`src/rtl/csr_unit.sv`:
```
// Sequential Zicsr access unit: reads the addressed CSR, issues the RW/RS/RC write,
// and returns the old value through a valid/ready response port.
module csr_unit #(
  parameter int XLEN = 32
) (
  input  logic            clock,
  input  logic            reset_n,
  input  logic            req_valid,
  output logic            req_ready,
  input  logic [1:0]      req_op,
  input  logic [11:0]     req_addr,
  input  logic [XLEN-1:0] req_src,
  input  logic [4:0]      req_rs1,
  input  logic [4:0]      req_rd,
  output logic [11:0]     csr_addr,
  input  logic [XLEN-1:0] csr_rdata,
  output logic            csr_wen,
  output logic [XLEN-1:0] csr_wdata,
  output logic            resp_valid,
  input  logic            resp_ready,
  output logic [XLEN-1:0] resp_rdata,
  output logic [4:0]      resp_rd,
  output logic            resp_we,
  output logic            resp_illegal
);

  localparam logic [1:0] OP_RW = 2'b01;
  localparam logic [1:0] OP_RS = 2'b10;
  localparam logic [1:0] OP_RC = 2'b11;

  typedef enum logic [1:0] {
    IDLE  = 2'd0,
    READ  = 2'd1,
    WRITE = 2'd2,
    RESP  = 2'd3
  } state_t;

  state_t state_reg;
  state_t state_next;

  logic [1:0]      op_reg;
  logic [11:0]     addr_reg;
  logic [XLEN-1:0] src_reg;
  logic [4:0]      rs1_reg;
  logic [4:0]      rd_reg;
  logic [XLEN-1:0] old_reg;

  logic            accept;
  logic            wr;
  logic            illegal;
  logic [XLEN-1:0] new_val;

  assign accept = (state_reg == IDLE) && req_valid;

  // State register
  always_ff @(posedge clock or negedge reset_n) begin
    if (!reset_n) begin
      state_reg <= IDLE;
    end else begin
      state_reg <= state_next;
    end
  end

  // Next-state logic
  always_comb begin
    state_next = state_reg;
    case (state_reg)
      IDLE:    if (req_valid) state_next = READ;
      READ:    state_next = WRITE;
      WRITE:   state_next = RESP;
      RESP:    if (resp_ready) state_next = IDLE;
      default: state_next = IDLE;
    endcase
  end

  // Request fields are captured only on acceptance; old value only at the end of READ
  always_ff @(posedge clock or negedge reset_n) begin
    if (!reset_n) begin
      op_reg   <= 2'b00;
      addr_reg <= 12'h000;
      src_reg  <= '0;
      rs1_reg  <= 5'd0;
      rd_reg   <= 5'd0;
      old_reg  <= '0;
    end else begin
      if (accept) begin
        op_reg   <= req_op;
        addr_reg <= req_addr;
        src_reg  <= req_src;
        rs1_reg  <= req_rs1;
        rd_reg   <= req_rd;
      end
      if (state_reg == READ) begin
        old_reg <= csr_rdata;
      end
    end
  end

  // Set/clear with a zero rs1/uimm field must not write, so read-only CSRs stay readable
  always_comb begin
    wr = 1'b0;
    case (op_reg)
      OP_RW:        wr = 1'b1;
      OP_RS, OP_RC: wr = (rs1_reg != 5'd0);
      default:      wr = 1'b0;
    endcase
    illegal = (op_reg == 2'b00) || (wr && (addr_reg[11:10] == 2'b11));
  end

  generate
    for (genvar gi = 0; gi < XLEN; gi++) begin : g_new_bit
      always_comb begin
        new_val[gi] = old_reg[gi];
        case (op_reg)
          OP_RW:   new_val[gi] = src_reg[gi];
          OP_RS:   new_val[gi] = old_reg[gi] | src_reg[gi];
          OP_RC:   new_val[gi] = old_reg[gi] & ~src_reg[gi];
          default: new_val[gi] = old_reg[gi];
        endcase
      end
    end
  endgenerate

  // Outputs decode straight from state so reset removes the write strobe at once
  always_comb begin
    req_ready    = (state_reg == IDLE);
    csr_addr     = addr_reg;
    csr_wen      = 1'b0;
    csr_wdata    = '0;
    resp_valid   = 1'b0;
    resp_rdata   = '0;
    resp_rd      = rd_reg;
    resp_we      = 1'b0;
    resp_illegal = 1'b0;
    case (state_reg)
      WRITE: begin
        csr_wen   = wr && !illegal;
        csr_wdata = new_val;
      end
      RESP: begin
        resp_valid   = 1'b1;
        resp_rdata   = illegal ? '0 : old_reg;
        resp_we      = !illegal && (rd_reg != 5'd0);
        resp_illegal = illegal;
      end
      default: ;
    endcase
  end

endmodule

```
`config.mk`:
```
export PLATFORM = sky130hd
export DESIGN_NAME = csr_unit
export DESIGN_NICKNAME = d
export VERILOG_FILES = /design/src/rtl/csr_unit.sv
export SDC_FILE = /design/constraint.sdc
export NUM_CORES = 1
export LEC_CHECK = 0
export ABC_CLOCK_PERIOD_IN_PS = 1800
export CORE_MARGIN = 8
export CORE_UTILIZATION = 40
export DETAILED_ROUTE_END_ITERATION = 12
export MAX_ROUTING_LAYER = met4
export PLACE_DENSITY = 0.77
export SYNTH_ARGS = -nofsm -noshare
export SYNTH_HDL_FRONTEND = slang
export SYNTH_SLANG_ARGS = --single-unit
```
`constraint.sdc`:
```
create_clock -name clock -period 1.8 [get_ports clock]
set_input_delay 0.54 -clock clock [delete_from_list [all_inputs] [get_ports clock]]
set_output_delay 0.54 -clock clock [all_outputs]
set_load 0.02 [all_outputs]
```
==> results of run 1 <==
## power groups by stage
| stage | Combinational [mW] | Clock [mW] | Sequential, mW |
|---|---|---|---|
| finish | 9.63 | 2.03 | 4.30 |
| detailed placement | 8.80 | 0 | 3.98 |
| global placement | 8.56 | 0 | 3.88 |
| floorplan | 4.67 | 0 | 4.04 |
| global route | 10.3 | 2.16 | 4.45 |
| CTS | 8.76 | 2.07 | 4.04 |
## metrics by stage
| step | hold slack, ns | TNS, ns | power (mW) |
|---|---|---|---|
| 2_1_floorplan | 0.244 | -3.87 | 8.71 |
| 3_3_place_gp | 0.409 | -31.73 | 12.4 |
| 3_5_place_dp | 0.412 | -34.84 | 12.8 |
| 4_1_cts | 0.0517 | -27.58 | 14.9 |
| 5_1_grt | 0.0527 | -29.99 | 16.9 |
| 6_report | 0.0591 | -25.45 | 16.0 |
## routing by layer
layer,part of all wire (%),track usage [%]
met1,42,22.4
met2,50,32.6
met3,5.0,4.81
met4,2.1,7.23
met5,0,-
## layout by cell type (no fill, tap or decap), types with 8 or more instances in the layout
| master | instances |
|---|---|
| a21oi_1 | 39 |
| dfrtp_1 | 89 |
| buf_4 | 70 |
| nor2_1 | 34 |
| clkdlybuf4s50_1 | 90 |
| o21a_1 | 35 |
| and2_4 | 13 |
| clkbuf_16 | 11 |
| buf_12 | 12 |
| mux2_2 | 87 |
| buf_6 | 50 |
| buf_2 | 12 |
| dlygate4sd2_1 | 17 |
| and2_1 | 19 |
| a21oi_4 | 8 |
| a21oi_2 | 52 |
## cell type report
| class | count | area, sq um | share of cell area, % |
|---|---|---|---|
| multi-input cells | 303 | 2590 | 32.9 |
| repair buffers | 256 | 2530 | 32.1 |
| well taps | 143 | 179 | 2.27 |
| clock inverters | 4 | 75.1 | 0.953 |
| inverters | 3 | 11.3 | 0.143 |
| clock buffers | 12 | 246 | 3.13 |
| flip-flops and latches | 90 | 2250 | 28.6 |
## timing repair
action / CTS / global route
resized for setup: 411 / 89
hold buffers: 0 / 0
gates cloned: 0 / 4
endpoints found under the setup margin: 86 / 69
pin swaps: 4 / 7
buffers inserted: 4 / 5
## cells by family (layout without fill, tap and decap cells)
logic type | Yosys count | count (layout) | synth area share (%)
AND/OR/NAND/NOR | 73 | 73 | 8.25
adder cells (fa/ha/maj) | 4 | 4 | 1.07
flip-flops | 90 | 90 | 48.1
buffers and inverters | 35 | 275 | 4.27
multiplexers | 89 | 89 | 21.4
AO/OA/AOI/OAI | 137 | 137 | 16.9
## how the worst max path moves through the flow
stage,startpoint,end,cells past startpoint
final,rs1_reg[3],resp_rdata[9],5
after global routing,rs1_reg[2],resp_we,5
after CTS,rs1_reg[4],resp_rdata[4],5
after detailed placement,rs1_reg[3],resp_rdata[31],5
after global placement,rs1_reg[3],resp_rdata[0],5
after floorplan,state_reg[0],csr_wdata[10],5
## cells in the mapped netlist (2+ instances only)
library cell,n
a21oi_1,99
dfrtp_1,90
mux2_2,87
o21a_1,35
nor2_1,34
and2_1,32
buf_2,13
buf_4,8
clkbuf_1,8
ha_1,4
buf_6,3
inv_1,3
mux2_1,2
nand2_1,2
## critical path, cell delays in order, from the launching register on
cell	delay (ns)
dfrtp_1	0.40
nor4b_4	0.32
o211a_4	0.23
buf_12	0.15
and2_1	0.15
buf_6	0.12
==> impl_metrics.env, run 1 <==
export IMPL_place_inst=784
export IMPL_via_per_inst=5.23
export IMPL_fin_ws_ns=-0.438
export IMPL_grt_pass1_vias=4589
export IMPL_peakVddDrop_v=0.00103
export IMPL_critPathKind="flip-flop to primary output"
export IMPL_setup_worst_path_start_class="flip-flop"
export IMPL_finalNetCount=759
export IMPL_wl_per_cell_um=19.0
export IMPL_htree_levels=3
export IMPL_p_sw_share_pct=40.7
export IMPL_reg2reg_to="src_reg[14]"
export IMPL_dp_slack_ns=-0.583
export IMPL_drv_cap=0
export IMPL_synth_area_leader_cell="dfrtp_1"
export IMPL_power_density_mw_per_mm2=2030
export IMPL_rsz0062_at_grt="yes"
export IMPL_firstDrtPassIters=4
export IMPL_required_ns=1.26
export IMPL_tightest_slew_ns=0.284
export IMPL_fin_crit_ns=2.24
export IMPL_gp_congestion=0.773
export IMPL_wl_um=15400
export IMPL_ys_types=22
export IMPL_cts_buffers=9
export IMPL_hold_path_class="primary input to async pin"
export IMPL_antenna_found_initial=0
export IMPL_arrival_ns=1.70
export IMPL_p_leak_nw=3.40
export IMPL_portBuffers=177
export IMPL_grt_max_degree=33
export IMPL_grt_ovfl_total=0
export IMPL_chipHeight_um=124
export IMPL_num_antenna_cells=0
export IMPL_coreArea_sq_mm=0.0114
export IMPL_violations="negative setup slack"
export IMPL_synth_async_sr_flop_share_pct=100
export IMPL_area_delta_synth_final_pct=68.2
export IMPL_cts_num_sinks=90
export IMPL_syn_inst=428
export IMPL_drtIter0Drc=215
export IMPL_slew_headroom_pct=81.1
export IMPL_insertion_delay_ns=0.33
export IMPL_final_util_pct=69.0
export IMPL_yosysSeqAreaShare_pct=48.1
export IMPL_synth_top_area_share_pct=48.1
export IMPL_max_freq_mhz=447
export IMPL_place_area_sq_mm=0.00709
export IMPL_finClkSkew_ns=0.00718
export IMPL_rr_worst_depth=7
export IMPL_synth_seq_cells=90
export IMPL_stdcell_area_sq_mm=0.00788
export IMPL_yosysWarnings=0
export IMPL_ys_flop_type="dfrtp_1"
export IMPL_status="finished with violations"
export IMPL_slew_viol_final=0
export IMPL_synth_edf_count=0
export IMPL_core_rowCount=39
export IMPL_die_x_um=124
export IMPL_syn_area_sq_mm=0.00468
export IMPL_synthesis_nets=524
export IMPL_min_period_over_period_pct=124
export IMPL_hold_viol=0
export IMPL_root_buffer="clkbuf_16"
export IMPL_comb_power_share_pct=60.3
export IMPL_io_pins=178
export IMPL_switchingPower_mw=6.50
export IMPL_layout_drive_gt1_share_pct=50.0
export IMPL_fp_dieArea_sq_mm=0.0154
export IMPL_dr_total_vias=4238
export IMPL_endpoint_kind="primary output"
export IMPL_post_route_drc_count=0
export IMPL_grt_pass1_wl_um=24300
export IMPL_postSynthAreaPerCell_sq_um=10.9
export IMPL_clkTransAtPathRegs_ns=0.06
export IMPL_r2r_start="state_reg[0]"
export IMPL_track_usage_pct=19.6
export IMPL_clk_path_buf_depth=2
export IMPL_start_util_pct=41.0
export IMPL_setup_viol=67
export IMPL_dp_hpwl_um=10800
export IMPL_internal_power_mw=9.47
export IMPL_cts_tree="built"
export IMPL_p_clk_share_pct=12.7
export IMPL_seq_power_share_pct=26.9
export IMPL_drt_antenna_violating_nets=0
export IMPL_fin_cells=811
export IMPL_r2r_slack_ns=0.11
export IMPL_nFillCells=833
export IMPL_path_max_fanout=19
export IMPL_synth_area_leaders="dfrtp_1 (48%), mux2_2 (21%), a21oi_1 (11%), o21a_1 (5.6%), and2_1 (4.3%)"
Power figures use the tool's default switching activity.
==> run 2: changes to the inputs <==
RECOVER_POWER = 25   (was default)
==> run 2 against run 1 <==
  * The run still ends with negative setup slack left
  * Largest power group unchanged
  * Global-route usage is the same
  * Sequential share of layout area grew 0.12 points
  * Count of clock-buffer cells in the layout unchanged
  * Final cell count stayed put
  * Die area unchanged
  * Core utilization shrank 0.30 points
  * First-iteration DRC count up 10%
  * Cell area down 0.43%
  * Routed wire length rose by 0.22%
  * Largest cell class unchanged
  * Maximum frequency decreased by 0.20%
  * Setup slack worse by 0.0045 ns
==> impl_metrics.env, run 2 (synthesis gave the netlist of run 1 again) <==
export IMPL_status="finished with violations"
export IMPL_violations="negative setup slack"
export IMPL_required_ns=1.26
export IMPL_peakVddDrop_v=0.00103
export IMPL_area_delta_synth_final_pct=67.5
export IMPL_grt_ovfl_total=0
export IMPL_cts_hold_buf=0
export IMPL_grt_pass1_wl_um=24300
export IMPL_wl_per_cell_um=19.0
export IMPL_coreArea_sq_mm=0.0114
export IMPL_drt_antenna_violating_nets=0
export IMPL_final_util_pct=68.7
export IMPL_max_stage_delay_ns=0.40
export IMPL_max_freq_mhz=446
export IMPL_grt_max_degree=33
export IMPL_finalNetCount=759
export IMPL_slew_viol_final=0
export IMPL_power_density_mw_per_mm2=2030
export IMPL_via_per_inst=5.24
export IMPL_clkTransAtPathRegs_ns=0.06
export IMPL_gp_congestion=0.773
export IMPL_hold_path_class="primary input to async pin"
export IMPL_critPathKind="flip-flop to primary output"
export IMPL_place_area_sq_mm=0.00709
export IMPL_fin_ws_ns=-0.442
export IMPL_layout_drive_gt1_share_pct=49.9
export IMPL_regArea_sq_mm=0.00225
export IMPL_post_route_drc_count=0
export IMPL_crit_family="simple AND/OR/NAND/NOR gates"
export IMPL_io_pins=178
export IMPL_portBuffers=177
export IMPL_path_max_fanout=19
export IMPL_die_x_um=124
export IMPL_place_inst=784
export IMPL_setup_worst_path_start_class="flip-flop"
export IMPL_wl_um=15400
export IMPL_start_util_pct=41.0
export IMPL_multi_input_area_sq_mm=0.00259
export IMPL_fin_cells=811
export IMPL_htree_levels=3
export IMPL_tightest_slew_ns=0.798
export IMPL_mostFrequentLayoutCell="clkdlybuf4s50_1"
export IMPL_drv_cap=0
export IMPL_slew_headroom_pct=46.8
export IMPL_rsz0062_at_grt="yes"
export IMPL_path_buf_inv=2
export IMPL_fin_crit_ns=2.24
export IMPL_totalNegativeSetupSlack_ns=-25.45
export IMPL_nFillCells=836
export IMPL_cts_buffers=9
export IMPL_drtIter0Drc=237
export IMPL_clk_path_buf_depth=2
export IMPL_dr_total_vias=4252
export IMPL_finClkSkew_ns=0.00736
export IMPL_insertion_delay_ns=0.33
export IMPL_core_rowCount=39
export IMPL_final_cell_mix="clkdlybuf4s50_1 (90), dfrtp_1 (89), mux2_2 (87)"
export IMPL_grt_pass1_vias=4589
export IMPL_chipHeight_um=124
export IMPL_hold_viol=0
export IMPL_arrival_ns=1.70
export IMPL_root_buffer="clkbuf_16"
export IMPL_dp_hpwl_um=10800
export IMPL_min_period_over_period_pct=125
export IMPL_cts_tree="built"
export IMPL_stdcell_area_sq_mm=0.00785
export IMPL_dp_slack_ns=-0.583
export IMPL_num_antenna_cells=0
export IMPL_track_usage_pct=19.6
export IMPL_fp_dieArea_sq_mm=0.0154
export IMPL_cp_slowest_cell="dfrtp_1"
export IMPL_endpoint_kind="primary output"
export IMPL_p_leak_nw=3.39
export IMPL_firstDrtPassIters=5
export IMPL_setup_viol=67
export IMPL_cp_cell_sequence="nor4b_4 -> o211a_4 -> buf_12 -> and2_1 -> buf_6"
export IMPL_cts_num_sinks=90
export IMPL_antenna_found_initial=0
==> run 2: cell count changes in the layout (fill, tap and decap cells not counted), sizes merged <==
| cell | change |
|---|---|
| buf | -3 |
| clkbuf | +3 |
==> run 2: final timing paths <==
| check | from | to | slack [ns] | cells after the start |
|---|---|---|---|---|
| setup / recovery | rs1_reg[3] | resp_rdata[9] | -0.44 | 5 |
| hold / removal | reset_n | old_reg[2] | 0.25 | 1 |
| setup reg to reg | state_reg[0] | src_reg[14] | 0.12 | 7 |
| hold reg to reg | csr_addr[7] | csr_addr[7] | 0.50 | 1 |
| max in group asynchronous | reset_n | csr_addr[7] | 0.29 | 2 |
| min in group clock | csr_addr[7] | csr_addr[7] | 0.50 | 1 |
==> run 2: report_power, final <==
group | leakage (nW) | total (mW) | internal (mW) | switching (mW)
clock network | 0.149 | 2.03 | 1.26 | 0.773
logic | 2.18 | 9.63 | 5.12 | 4.51
registers | 1.06 | 4.30 | 3.08 | 1.21
total | 3.39 | 16.0 | 9.46 | 6.50
==> run 2: area by class of cell <==
type / count / area share (%)
Sequential cell: 90 / 28.7
Timing Repair Buffer: 256 / 31.8
Tap cell: 143 / 2.28
Clock buffer: 12 / 3.14
Clock inverter: 4 / 0.957
Inverter: 3 / 0.143
Multi-Input combinational cell: 303 / 33.0
==> run 2: metal layers <==
layer  track usage (%)  up-vias  routed length (um)
li1                  -     1991                   -
met1              22.4     2075                6500
met2              32.6      157                7810
met3              4.81       29                 775
met4              7.23        0                 328
met5                 -        -                   0
==> run 2: what timing repair did <==
item | 4_1_cts | 5_1_grt
resized for setup | 411 | 89
setup endpoints to repair | 86 | 69
setup buffers | 4 | 5
pin swaps | 4 | 7
gates cloned | 0 | 4
==> run 2: metrics by stage <==
stage          power [mW]  hold slack, ns
2_1_floorplan        8.71           0.244
3_3_place_gp         12.4           0.409
3_5_place_dp         12.8           0.412
4_1_cts              14.9          0.0517
5_1_grt              16.9           0.281
6_report             16.0           0.253
